===== config.mk =====
export PLATFORM = sky130hd
export DESIGN_NAME = mod_bank
export DESIGN_NICKNAME = d
export VERILOG_FILES = /design/src/rtl/mod_bank.sv
export SDC_FILE = /design/constraint.sdc
export NUM_CORES = 1
export LEC_CHECK = 0
export CAP_MARGIN = 20
export CELL_PAD_IN_SITES_DETAIL_PLACEMENT = 0
export CELL_PAD_IN_SITES_GLOBAL_PLACEMENT = 2
export CORE_UTILIZATION = 30
export DETAILED_ROUTE_END_ITERATION = 8
export GPL_TIMING_DRIVEN = 0
export PLACE_DENSITY = 0.72
export REMOVE_ABC_BUFFERS = 1
export SLEW_MARGIN = 20
export SYNTH_ARGS = -nofsm -noshare
export SYNTH_HDL_FRONTEND = slang
export SYNTH_SLANG_ARGS = --single-unit

===== constraint.sdc =====
create_clock -name clk -period 5.95 [get_ports clk]
set_clock_uncertainty 0.15 [all_clocks]
set_input_delay 1.4875 -clock clk [delete_from_list [all_inputs] [get_ports clk]]
set_output_delay 1.4875 -clock clk [all_outputs]
set_load 0.005 [all_outputs]

===== src/rtl/mod_bank.sv =====
// mod_bank: multi-channel PWM / first-order sigma-delta modulator with double-buffered levels
// Ports: clk, rstb (async, active low); enable runs the modulators;
//        valid/ch/level/mode write a channel shadow, answered by a one-cycle ack
//        (error alongside ack when ch is out of range); sync pulses at each
//        period boundary; out carries one registered modulated bit per channel.
module mod_bank #(
  parameter int C_CHANNELS    = 4,
  parameter int C_LEVEL_WIDTH = 8,
  parameter int C_PRESCALE    = 1,
  parameter int C_CH_WIDTH    = 2
) (
  input  logic                     clk,
  input  logic                     rstb,
  input  logic                     enable,
  input  logic                     valid,
  input  logic [C_CH_WIDTH-1:0]    ch,
  input  logic [C_LEVEL_WIDTH-1:0] level,
  input  logic                     mode,
  output logic                     ack,
  output logic                     error,
  output logic                     sync,
  output logic [C_CHANNELS-1:0]    out
);
  localparam int W  = C_LEVEL_WIDTH;
  localparam int PW = (C_PRESCALE > 1) ? $clog2(C_PRESCALE) : 1;
  localparam logic [PW-1:0] PRE_MAX = PW'(C_PRESCALE - 1);
  localparam logic [C_CH_WIDTH:0] N_CH = (C_CH_WIDTH + 1)'(C_CHANNELS);
  logic [PW-1:0] pre_q, pre_d;
  logic [W-1:0] p_q, p_d;
  logic run_q, run_d, sync_q, sync_d, ack_q, ack_d, error_q, error_d;
  logic [C_CHANNELS-1:0] out_q, out_d, sh_mode_q, sh_mode_d, act_mode_q, act_mode_d;
  logic [W-1:0] sh_lvl_q [C_CHANNELS];
  logic [W-1:0] sh_lvl_d [C_CHANNELS];
  logic [W-1:0] act_lvl_q [C_CHANNELS];
  logic [W-1:0] act_lvl_d [C_CHANNELS];
  logic [W-1:0] acc_q [C_CHANNELS];
  logic [W-1:0] acc_d [C_CHANNELS];
  logic tick, bnd, accept, hit;
  logic [W:0] sum;
  logic [W-1:0] base;
  // run_q is low after reset or while disabled, so the first tick behaves as a
  // boundary and starts a fresh period at p=0 with the current shadows.
  always_comb begin
    tick = enable && pre_q == PRE_MAX;
    bnd = tick && (!run_q || &p_q);
    pre_d = (!enable || tick) ? '0 : pre_q + 1'b1;
    p_d = (!enable || bnd) ? '0 : p_q + W'(tick);
    run_d = enable && (run_q || tick);
    sync_d = bnd;
    accept = valid && !ack_q;
    hit = accept && ({1'b0, ch} < N_CH);
    ack_d = accept;
    error_d = accept && !hit;
    sh_mode_d = sh_mode_q;
    act_mode_d = act_mode_q;
    out_d = out_q;
    sum = '0;
    base = '0;
    for (int i = 0; i < C_CHANNELS; i++) begin
      sh_lvl_d[i] = (hit && ch == C_CH_WIDTH'(i)) ? level : sh_lvl_q[i];
      sh_mode_d[i] = (hit && ch == C_CH_WIDTH'(i)) ? mode : sh_mode_q[i];
      act_lvl_d[i] = (bnd || !enable) ? sh_lvl_q[i] : act_lvl_q[i];
      act_mode_d[i] = (bnd || !enable) ? sh_mode_q[i] : act_mode_q[i];
      // a mode change at a boundary restarts the accumulator from zero
      base = (bnd && act_mode_d[i] != act_mode_q[i]) ? '0 : acc_q[i];
      sum = {1'b0, base} + {1'b0, act_lvl_d[i]};
      acc_d[i] = !enable ? '0 : (tick && act_mode_d[i]) ? sum[W-1:0] : base;
      out_d[i] = !enable ? 1'b0 : !tick ? out_q[i] : act_mode_d[i] ? sum[W] : (act_lvl_d[i] > p_d);
    end
  end
  always_ff @(posedge clk or negedge rstb) begin
    if (!rstb) begin
      pre_q <= '0;
      p_q <= '0;
      run_q <= 1'b0;
      sync_q <= 1'b0;
      ack_q <= 1'b0;
      error_q <= 1'b0;
      out_q <= '0;
      sh_mode_q <= '0;
      act_mode_q <= '0;
      for (int i = 0; i < C_CHANNELS; i++) begin
        sh_lvl_q[i] <= '0;
        act_lvl_q[i] <= '0;
        acc_q[i] <= '0;
      end
    end else begin
      pre_q <= pre_d;
      p_q <= p_d;
      run_q <= run_d;
      sync_q <= sync_d;
      ack_q <= ack_d;
      error_q <= error_d;
      out_q <= out_d;
      sh_mode_q <= sh_mode_d;
      act_mode_q <= act_mode_d;
      sh_lvl_q <= sh_lvl_d;
      act_lvl_q <= act_lvl_d;
      acc_q <= acc_d;
    end
  end
  assign ack = ack_q;
  assign error = error_q;
  assign sync = sync_q;
  assign out = out_q;
endmodule


# After elaboration in Yosys (flattened, before gate mapping)
# Cells that the tools add are included.
# totals
regBits	120
latchBits	0
ramBits	0
romBits	0
in_bits	15
mem_count	0
# op_classes
addsub	6
multipliers	0
div	0
n_lt_le_gt_ge	4
n_eq_ne	8
n_shift	0
muxes	34
n_bitwise	1
n_reduce_logical	25
# op_table
op	count
$mux 8	17
$add 8x8->9	4
$gt 8x8->1	4
$mux 1	17
$logic_and 1x1->1	16
$add 8x1->8	1
$reduce_and 8->1	1
$eq 2x2->1 const B	2
$logic_or 1x1->1	4
$ne 1x1->1	4
$logic_not 1->1	3
$eq 2x1->1 const B	1
$logic_not 2->1	1
$ne 2x1->1 const B	1
$add 1x1->1 const B	1
$not 1->1	1

# Depth between registers and ports, before layout
# Gate-level depths: netlist (run 1).
# logic_depth
word_depth	12
ltp_mapped	19
depth_no_buf	16

# Worst setup path before layout (run 1)
# Ideal clock, no wire load.
# synth_timing
path_type	input-to-reg
startpoint	input port enable
endpoint	register acc_q[23] (netlist bit)
setup_ps	131
arrival_ps	4777
slack_ps	892
cell_stages	15
path_buffers	5
cell_sequence	buf_6 > buf_2 > o21a_1 > buf_4 > buf_1 > buf_1 > mux2i_1 > inv_1 > ha_1 > a21o_1 > maj3_2 > a211o_1 > o211ai_2 > nor4_1 > or3_1
# synth_rtl
item	line_no	rtl
from (decl)	14	input logic enable,
to (signal, indexed assignment)	85	acc_q[i] <= '0;
to (signal assigned)	99	acc_q <= acc_d;
to (decl)	36	logic [W-1:0] acc_q [C_CHANNELS];

# Worst setup path in the final report (run 1)
# layout_timing
startpoint	input port enable
endpoint	register out_q[0] (netlist: out[0])
# layout_via
elab_chain_cells	11
elab_cells_between_ends	17
cone_classes	add/sub (2); order compare (1); eq/ne (2); mux (7); reduce/logical (5)
# layout_rtl
item	line_no	rtl
parallel branches: the longest is 11 deep, another holds $add 8x1->8	-	
to (signal assigned)	94	out_q <= out_d;
to (decl)	31	logic [C_CHANNELS-1:0] out_q, out_d, sh_mode_q, sh_mode_d, act_mode_q, act_mode_d;
# Parallel ways; which one is timed is not known. The select of a mux whose other input is x is not followed.
# A chain may end at the register's enable or synchronous reset.

==> out/metrics.cfg, run 1 <==
[floorplan]
die-area_um2=26180
die_h_um=161.8
ioPinCount=22
start_util_pct=30.51
design.core.area_um2=25110
rows=58
die_w_um=161.8

[sta]
tns_ps=0
rsz0062_at_grt=false
post-route-period-util_pct=92.79
finalMaxSlewViolations=0
fmax_mhz=181.1
max_slew.worst_pin.slew_ps=1096
hold_viol=0
setup-violations-final=0
period_minus_slack_ps=5521
max_slew_margin_pct=26.90

[setup_path]
endpoint=out[0]
crit_required_ps=6160
crit_type=in2reg
timing.rr.start=pre_q
path_max_fanout=21
startpoint_type=input port
r2r_slack_ps=1150
crit_start=enable
r2r-end=out[0]
arrival_ps=5730
end_kind=register
reg2regPathDepth=14

[grt]
overflow=0
track_usage_pct=17.30
grt_pass1_wl_mm=33.89
antenna_found_initial=0
grt_max_degree=76
grt_pass1_vias=5777

[finish]
areaGrowthSynthToFinish_pct=14.51
stdcell_count=1135
nets=865
final_core_util_pct=34.93
drive_above_1_share_pct=13.29
insertedDiodeCount=0

[power_and_ir_drop]
switchingPower_mw=1.001
vdd_ir_drop_max_mv=0.1582
netSwitchingFraction_pct=33.93
pwr-share-comb_pct=30.0
power_density_nw_per_um2=336.5
p_int_mw=1.950
p_leak_nw=3.920
finalPower_mw=2.951
seq_power_share_pct=36.0
p_clk_share_pct=34.0

[synthesis]
synth_edf_count=0
postSynthCellCount=780
postSynth.asyncResetShare_pct=100.0
synth-seq-cells=120
synth-seq-area-share_pct=39.20
synth_cell_type_count=87
yosys_warnings=0
avgSynthCellArea_um2=9.820
synth_area_leaders=dfrtp_1, ha_1, mux2_2, nand2_1, inv_1
synth_area_um2=7660
synth_top_area_share_pct=39.20
synthFlopType=dfrtp_1
yosysTopAreaCell=dfrtp_1

[place]
gp_congestion=0.8048
dp_cells=1103
dpl.hpwl_mm=14.93
port_buffers=20

[detailed_routing]
wl_met1_mm=10.31
drt_iter0_markers=288
vias=5806
wl_mm=21.47
top_layer=met4
drc=0
dr.pass1.iters=4
antenna_left=0
wl_per_cell_um=18.91
wl_met2_mm=10.50
viasPerCell=5.115
met3_length_um=477

[flow_run]
max_cap_violations=0

[cts]
cts_sinks=120
cts_buffer_depth=2
cts_resized=0
clock_latency_ps=430
cts_root_buf=clkbuf_16
cts.htree.levels=4
post-cts-setup-buffer-count=0
cts-hold-fix-buffers=0
clkTransAtPathRegs_ps=60
cts_buffers=17
cts_tree=done

[min_path]
hold_start=sh_lvl_q[8]
hold_path.class=reg2reg

[status]
outcome=finished, final reports clean

-- worst min path at each step --
stage | to | slack (ps) | depth (start not counted)
after floorplan | act_lvl_q[11] | 310 | 2
after global placement | sh_lvl_q[6] | 340 | 1
after detailed placement | sh_lvl_q[8] | 340 | 1
after CTS | sh_lvl_q[24] | 360 | 1
after global routing | sh_lvl_q[22] | 370 | 1
final | sh_lvl_q[8] | 360 | 1
-- cells in the final DEF, fill, tap and decap left out, drive strengths merged, types with 5 or more instances in the layout --
cell type | Yosys | routed
a21o | 16 | 16
a21oi | 40 | 40
a221oi | 5 | 5
a22oi | 8 | 8
a31oi | 11 | 11
and2 | 27 | 27
and3 | 7 | 7
and4 | 6 | 6
buf | 11 | 6
clkbuf | 20 | 21
clkdlybuf4s50 | 0 | 18
clkinv | 1 | 7
dfrtp | 120 | 120
ha | 54 | 54
inv | 59 | 61
maj3 | 6 | 6
mux2 | 33 | 33
mux2i | 19 | 19
nand2 | 84 | 84
nand2b | 11 | 11
nand3 | 34 | 34
nor2 | 28 | 28
nor2b | 5 | 5
nor3 | 10 | 10
nor3b | 6 | 6
nor4 | 5 | 5
o2111ai | 8 | 8
o211ai | 9 | 9
o21ai | 22 | 22
o22ai | 9 | 9
o311ai | 9 | 9
o31ai | 9 | 9
xnor2 | 19 | 19
xor2 | 7 | 7
-- power by group through the flow --
stage,Combinational [mW],Clock [mW],Sequential [mW]
finish,0.884,1.00,1.06
CTS,0.893,1.03,1.06
floorplan,0.652,0,1.05
global placement,0.875,0,1.08
detailed placement,0.889,0,1.08
global route,1.00,1.06,1.08
-- worst max-delay path, stage by stage --
cell and delay, ps:
buf_2 330, buf_16 220, nand2b_1 330, inv_1 540, ha_1 270, ha_1 220
nand3_1 110, xor2_1 150, nand2b_1 330, ha_1 400, and4_1 210, and4_1 190
a22oi_1 170, nor3_1 80, a2111oi_0 450, o31a_1 210
-- per-stage QoR --
step | instance area (um^2) | hold slack, ps | worst slack [ps]
floorplan | 7490 | 313.0 | 1276
global placement | 8103 | 338.4 | -1952
detailed placement | 8204 | 344.1 | -61.35
CTS | 8771 | 357.3 | 372.6
global route | 8771 | 371.1 | 203.9
finish | 8771 | 356.4 | 428.7
-- cells by family after synthesis --
family,Yosys count,synth area share (%)
flops,120,39.20
simple gates,239,16.11
other cells,1,0.04896
buf+inv,92,5.243
xor+xnor,26,2.973
mux,52,7.645
fa+ha+maj,64,10.70
compound gates,186,18.08
-- registers in the layout, summed over array words and instances (netlist names), 4 cells and up --
signal      count
acc_q          32
p_q             8
act_mode_q      4
act_lvl_q      32
out             4
sh_mode_q       4
sh_lvl_q       32
-- cell usage after synthesis, drive strengths merged (11+ instances only) --
master and number:
mux2 33, nand2 84, a31oi 11, and2 27, dfrtp 120, ha 54
inv 59, a21oi 40, xnor2 19, a21o 16, o21ai 22, nand2b 11
nand3 34, buf 11, mux2i 19, nor2 28, clkbuf 20
-- per-layer routing --
metal,GRT usage [%],vias up
li1,-,2866
met3,2.937,10
met2,29.34,53
met4,3.945,0
met5,0,-
met1,22.89,2877
-- area by class of cell --
class,count,area [um^2]
Clock buffer,21,470.5
Clock inverter,11,96.34
Fill cell,2641,16340
Inverter,60,227.7
Multi-Input combinational cell,569,4265
Sequential cell,120,3004
Tap cell,330,412.9
Timing Repair Buffer,24,294.0
Note: power is estimated with default switching activity, not from simulation.
==> run 2: changes to the inputs <==
- CORE_ASPECT_RATIO: not set -> 1.75
==> run 2 against run 1 <==
Against the previous run:
- critical path depth did not move
- non-clock buffer count is the same
- sequential share of layout area grew 0.16 points
- sequential cell count stayed put
- clock power about the same
- global-route usage is 0.76 points higher
- worst hold slack worse by 3.3 ps
- combinational power fell by 0.5%
- sequential power about the same
- final area is 0.46% lower
- first-iteration DRC count decreased by 15%
- register-to-register slack got worse by 80 ps
==> out/metrics.cfg, run 2 (synthesized netlist as in run 1, its figures left out) <==
[floorplan]
start_util_pct=30.46  ; -0.044 points
die-area_um2=26200  ; about the same
design.core.area_um2=25150  ; +0.14%
die_h_um=213.4  ; +32%
die_w_um=122.8  ; -24%
rows=77  ; +33%
ioPinCount=22  ; unchanged

[setup_path]
end_kind=register
r2r_slack_ps=1070  ; -80 ps
arrival_ps=5780  ; +50 ps
crit_required_ps=6180  ; +20 ps
r2r-end=out[0]
crit_start=enable
timing.rr.start=pre_q
startpoint_type=input port
crit_type=in2reg
path_max_fanout=28  ; +33%
reg2regPathDepth=14  ; unchanged

[finish]
nets=865  ; unchanged
areaGrowthSynthToFinish_pct=13.98
final_common_cell=dfrtp_1
multiInputGateArea_um2=4265  ; unchanged
final_cell_mix=dfrtp_1, nand2_1, inv_1
insertedDiodeCount=0  ; unchanged
fill_cells=2541  ; -3.8%
stdcell_area_um2=8731  ; -0.46%
seq_area_um2=3004  ; unchanged
top_regs=acc_q: 32 flops, act_lvl_q: 32 flops, sh_lvl_q: 32 flops
drive_above_1_share_pct=13.06  ; -0.23 points
stdcell_count=1120  ; -1.3%

[grt]
track_usage_pct=18.06  ; +0.76 points
overflow=0  ; unchanged
grt_pass1_wl_mm=34.48  ; +1.7%
grt_max_degree=63  ; -17%
antenna_found_initial=0  ; unchanged
grt_pass1_vias=5959  ; +3.2%

[detailed_routing]
vias=5940  ; +2.3%
wl_mm=21.97  ; +2.3%
dr.pass1.iters=5  ; +1
wl_per_cell_um=19.61  ; +3.7%
drt_iter0_markers=244  ; -15%
viasPerCell=5.304  ; +3.7%
drc=0  ; unchanged
antenna_left=0  ; unchanged

[sta]
rsz0062_at_grt=false
max_slew_margin_pct=25.39  ; -1.5 points
max_slew.worst_pin.slew_ps=1119  ; +22.71 ps
setup-violations-final=0  ; unchanged
fmax_mhz=180.0  ; -0.61%
period_minus_slack_ps=5555  ; +33.86 ps
finalMaxSlewViolations=0  ; unchanged
post-route-period-util_pct=93.36  ; +0.57 points
hold_viol=0  ; unchanged

[cts]
post-cts-setup-buffer-count=0  ; unchanged
cts_buffers=17  ; unchanged
clock_latency_ps=430  ; about the same
cts_sinks=120  ; unchanged
clkTransAtPathRegs_ps=60  ; about the same
cts_root_buf=clkbuf_16
cts-hold-fix-buffers=0  ; unchanged
cts_tree=done
cts.htree.levels=4  ; unchanged
cts_resized=0  ; unchanged
cts_buffer_depth=2  ; unchanged

[power_and_ir_drop]
p_clk_share_pct=34.4  ; +0.4 points
p_int_mw=1.972  ; +1.1%
switchingPower_uw=993.3  ; -0.80%
vdd_ir_drop_max_mv=0.2162  ; +37%
seq_power_share_pct=35.9  ; about the same
pwr-share-comb_pct=29.7  ; -0.3 points
netSwitchingFraction_pct=33.50  ; -0.43 points
p_leak_nw=3.915  ; -0.12%
power_density_nw_per_um2=339.7  ; +0.95%

[status]
outcome=finished, final reports clean

[place]
port_buffers=20  ; unchanged
placed_area_um2=8168  ; -0.44%
dpl.hpwl_mm=15.80  ; +5.8%
gp_congestion=0.7949  ; -1.2%
dp_cells=1089  ; -1.3%

[min_path]
min_delay_worst_endpoint=sh_lvl_q[25]
hold_depth=1  ; unchanged
hold_path.class=reg2reg
hold_start=sh_lvl_q[25]

[flow_run]
max_cap_violations=0  ; unchanged

run 2: power by group through the flow:
stage	Combinational, mW	Clock [mW]	Sequential (mW)
finish	0.880	1.02	1.07
CTS	0.893	1.04	1.07
global route	1.00	1.07	1.09
floorplan	0.652	0	1.05
global placement	0.880	0	1.08
detailed placement	0.888	0	1.08
run 2: how the worst max path moves through the flow:
stage                    to  slack, ps
6_report             out[0]        390
5_1_grt              out[0]        120
4_1_cts              out[0]        350
3_5_place_dp         out[0]        -90
3_3_place_gp   sh_lvl_q[13]      -1950
2_1_floorplan     acc_q[23]       1280
run 2: layout make-up:
type                            count  area share, %
Tap cell                          316          4.529
Sequential cell                   120          34.41
Clock buffer                       21          5.274
Clock inverter                     10          1.175
Timing Repair Buffer               24          3.153
Multi-Input combinational cell    569          48.85
Inverter                           60          2.608
run 2: through the flow:
step | total power [mW] | hold WS (ps) | TNS, ps | util, % | setup slack [ps]
2_1_floorplan | 1.704 | 313.0 | 0 | - | 1276
3_3_place_gp | 1.956 | 337.5 | -272300 | 32.15 | -1951
3_5_place_dp | 1.965 | 340.8 | -89.07 | 32.48 | -89.07
4_1_cts | 2.998 | 353.3 | 0 | 34.72 | 346.8
5_1_grt | 3.155 | 372.4 | 0 | 34.72 | 122.4
6_report | 2.965 | 353.1 | 0 | 34.72 | 394.8
run 2: layer usage:
layer	wire [um]	track usage [%]
met2	11910	33.07
met1	8647	19.57
met5	0	0
met3	482	3.165
met4	923	9.125
run 2: worst max-delay path, cell delays in order:
cell	delay (ps)
buf_2	240
buf_12	250
nand2b_1	310
inv_1	560
ha_1	290
ha_1	210
nand3_1	120
xor2_1	150
nand2b_1	320
ha_1	400
and4_1	230
and4_1	210
a22oi_1	230
nor3_1	80
a2111oi_0	450
o31a_1	210
==> run 3: changes to the inputs <==
- SLEW_MARGIN: 20 -> 25
==> run 3 against run 2 <==
Against the previous run:
- routed wire length barely moved
- worst setup slack got worse by 15 ps
- global-route usage barely moved
- sequential power barely moved
- die area did not move
- first-iteration DRC count fell by 3.3%
- worst hold slack barely moved
- clock-buffer cell count rose by 3
- final area rose by 0.62%
- utilization rose by 0.21 points
- clock power rose by 5%
- non-clock buffer count did not move
==> out/metrics.cfg, run 3 (synthesized netlist as in run 1, its figures left out) <==
[power_and_ir_drop]
power_density_nw_per_um2=343.6  ; +1.2%
switchingPower_uw=996.1  ; +0.28%
finalPower_mw=3.019  ; +1.8%
p_leak_nw=3.932  ; +0.42%
seq_power_share_pct=35.3  ; -0.6 points
p_clk_share_pct=35.5  ; +1.1 points
pwr-share-comb_pct=29.2  ; -0.5 points
netSwitchingFraction_pct=33.00  ; -0.50 points
p_int_mw=2.023  ; +2.6%
vdd_ir_drop_max_mv=0.2173  ; +0.50%

[sta]
fmax_mhz=179.5  ; -0.27%
hold_viol=0  ; unchanged
holdWs_ps=352.9  ; -0.1980 ps
timing.final.ws_setup_ps=379.7  ; -15.18 ps
rsz0062_at_grt=false
post-route-period-util_pct=93.62  ; +0.26 points
period_minus_slack_ps=5570  ; +15.18 ps
max_slew.worst_pin.slew_ps=902.2  ; -216.9 ps
max_slew_margin_pct=39.63  ; +14 points
setup-violations-final=0  ; unchanged
finalMaxSlewViolations=0  ; unchanged
tns_ps=0  ; unchanged

[floorplan]
die_w_um=122.8  ; unchanged
design.core.area_um2=25150  ; unchanged
start_util_pct=30.46  ; unchanged
die-area_um2=26200  ; unchanged
die_h_um=213.4  ; unchanged
rows=77  ; unchanged
ioPinCount=22  ; unchanged

[setup_path]
critPathSlowestCell=inv_1
cp_cell_sequence=buf_2 > buf_12 > nand2b_1 > inv_1 > ha_1 > ha_1 > nand3_1 > xor2_1 > nand2b_1 > ha_1 > and4_1 > and4_1 > a22oi_1 > nor3_1 > a2111oi_0 > o31a_1
crit_required_ps=6170  ; about the same
startpoint_type=input port
cp_common_cell=ha_1
critPathMaxStageDelay_ps=540  ; -20 ps
crit_type=in2reg
arrival_ps=5790  ; about the same
end_kind=register
path_max_fanout=26  ; -7.1%

[finish]
stdcell_area_um2=8785  ; +0.62%
final_common_cell=dfrtp_1
final_cell_mix=dfrtp_1, nand2_1, inv_1
final_core_util_pct=34.94  ; +0.21 points
stdcell_count=1120  ; unchanged
insertedDiodeCount=0  ; unchanged
top_regs=acc_q: 32 flops, act_lvl_q: 32 flops, sh_lvl_q: 32 flops
areaGrowthSynthToFinish_pct=14.68
drive_above_1_share_pct=13.18  ; +0.12 points
nets=865  ; unchanged

[place]
gp_congestion=0.7949  ; unchanged
placed_area_um2=8183  ; +0.18%
dp_cells=1089  ; unchanged
port_buffers=20  ; unchanged
dpl.hpwl_mm=15.85  ; +0.35%
pre_cts_slack_ps=-107.1  ; -18.03 ps

[grt]
grt_pass1_vias=5931  ; -0.47%
grt_max_degree=63  ; unchanged
grt_pass1_wl_mm=34.22  ; -0.74%
antenna_found_initial=0  ; unchanged
track_usage_pct=18.04  ; -0.024 points
overflow=0  ; unchanged

[detailed_routing]
dr.pass1.iters=4  ; -1
wl_mm=21.96  ; about the same
vias=5877  ; -1.1%
drc=0  ; unchanged
viasPerCell=5.247  ; -1.1%
antenna_left=0  ; unchanged
wl_per_cell_um=19.60  ; about the same
drt_iter0_markers=236  ; -3.3%

[cts]
cts.htree.levels=4  ; unchanged
clock_latency_ps=430  ; about the same
post-cts-setup-buffer-count=0  ; unchanged
cts-hold-fix-buffers=0  ; unchanged
cts_tree=done
cts_sinks=120  ; unchanged
cts_buffers=17  ; unchanged
clkTransAtPathRegs_ps=60  ; about the same
cts_root_buf=clkbuf_16
cts_buffer_depth=2  ; unchanged
cts_resized=0  ; unchanged

[flow_run]
max_cap_violations=0  ; unchanged

[min_path]
hold_path.class=reg2reg

[status]
outcome=finished, final reports clean

==> run 3: layout make-up <==
cell class	count	area, um^2
fill	2562	16360
multi-input combinational	569	4273
sequential	120	3004
clock buffer	24	511.7
tap	316	395.4
timing repair buffer	24	282.8
inverter	60	227.7
clock inverter	7	90.09
==> run 3: path summary, 6_finish.rpt <==
path / slack [ps] / endpoint / startpoint / depth (start not counted)
max: 380 / out[0] / enable / 16
min: 350 / sh_lvl_q[25] / sh_lvl_q[25] / 1
max reg2reg: 1050 / out[0] / pre_q / 14
min reg2reg: 350 / sh_lvl_q[25] / sh_lvl_q[25] / 1
max in group asynchronous: 4110 / act_lvl_q[14] / rstb / 2
min in group asynchronous: 840 / acc_q[25] / rstb / 1
==> run 3: worst max-delay path, delay by kind of cell <==
kind,cells,cell delay (ps)
adders and majority gates,3,880
and+or+nand+nor,6,1260
xor gates and xnor gates,1,150
AOI/OAI and AO/OA,3,910
buffers and inverters,3,1070
==> run 3: power groups by stage <==
| stage | logic, mW | clock network [mW] | registers, mW |
|---|---|---|---|
| final | 0.882 | 1.07 | 1.07 |
| after global routing | 1.00 | 1.12 | 1.09 |
| after CTS | 0.895 | 1.09 | 1.07 |
| after detailed placement | 0.890 | 0 | 1.08 |
| after global placement | 0.880 | 0 | 1.08 |
| after floorplan | 0.652 | 0 | 1.05 |
==> run 3: routing by layer <==
metal | track usage (%) | part of all wire, % | wire (um) | vias up
met2 | 33.59 | 55 | 12120 | 87
met4 | 8.200 | 3.0 | 668 | 0
met1 | 19.47 | 39 | 8646 | 2892
li1 | - | - | - | 2863
met5 | 0 | 0 | 0 | -
met3 | 3.085 | 2.4 | 522 | 35
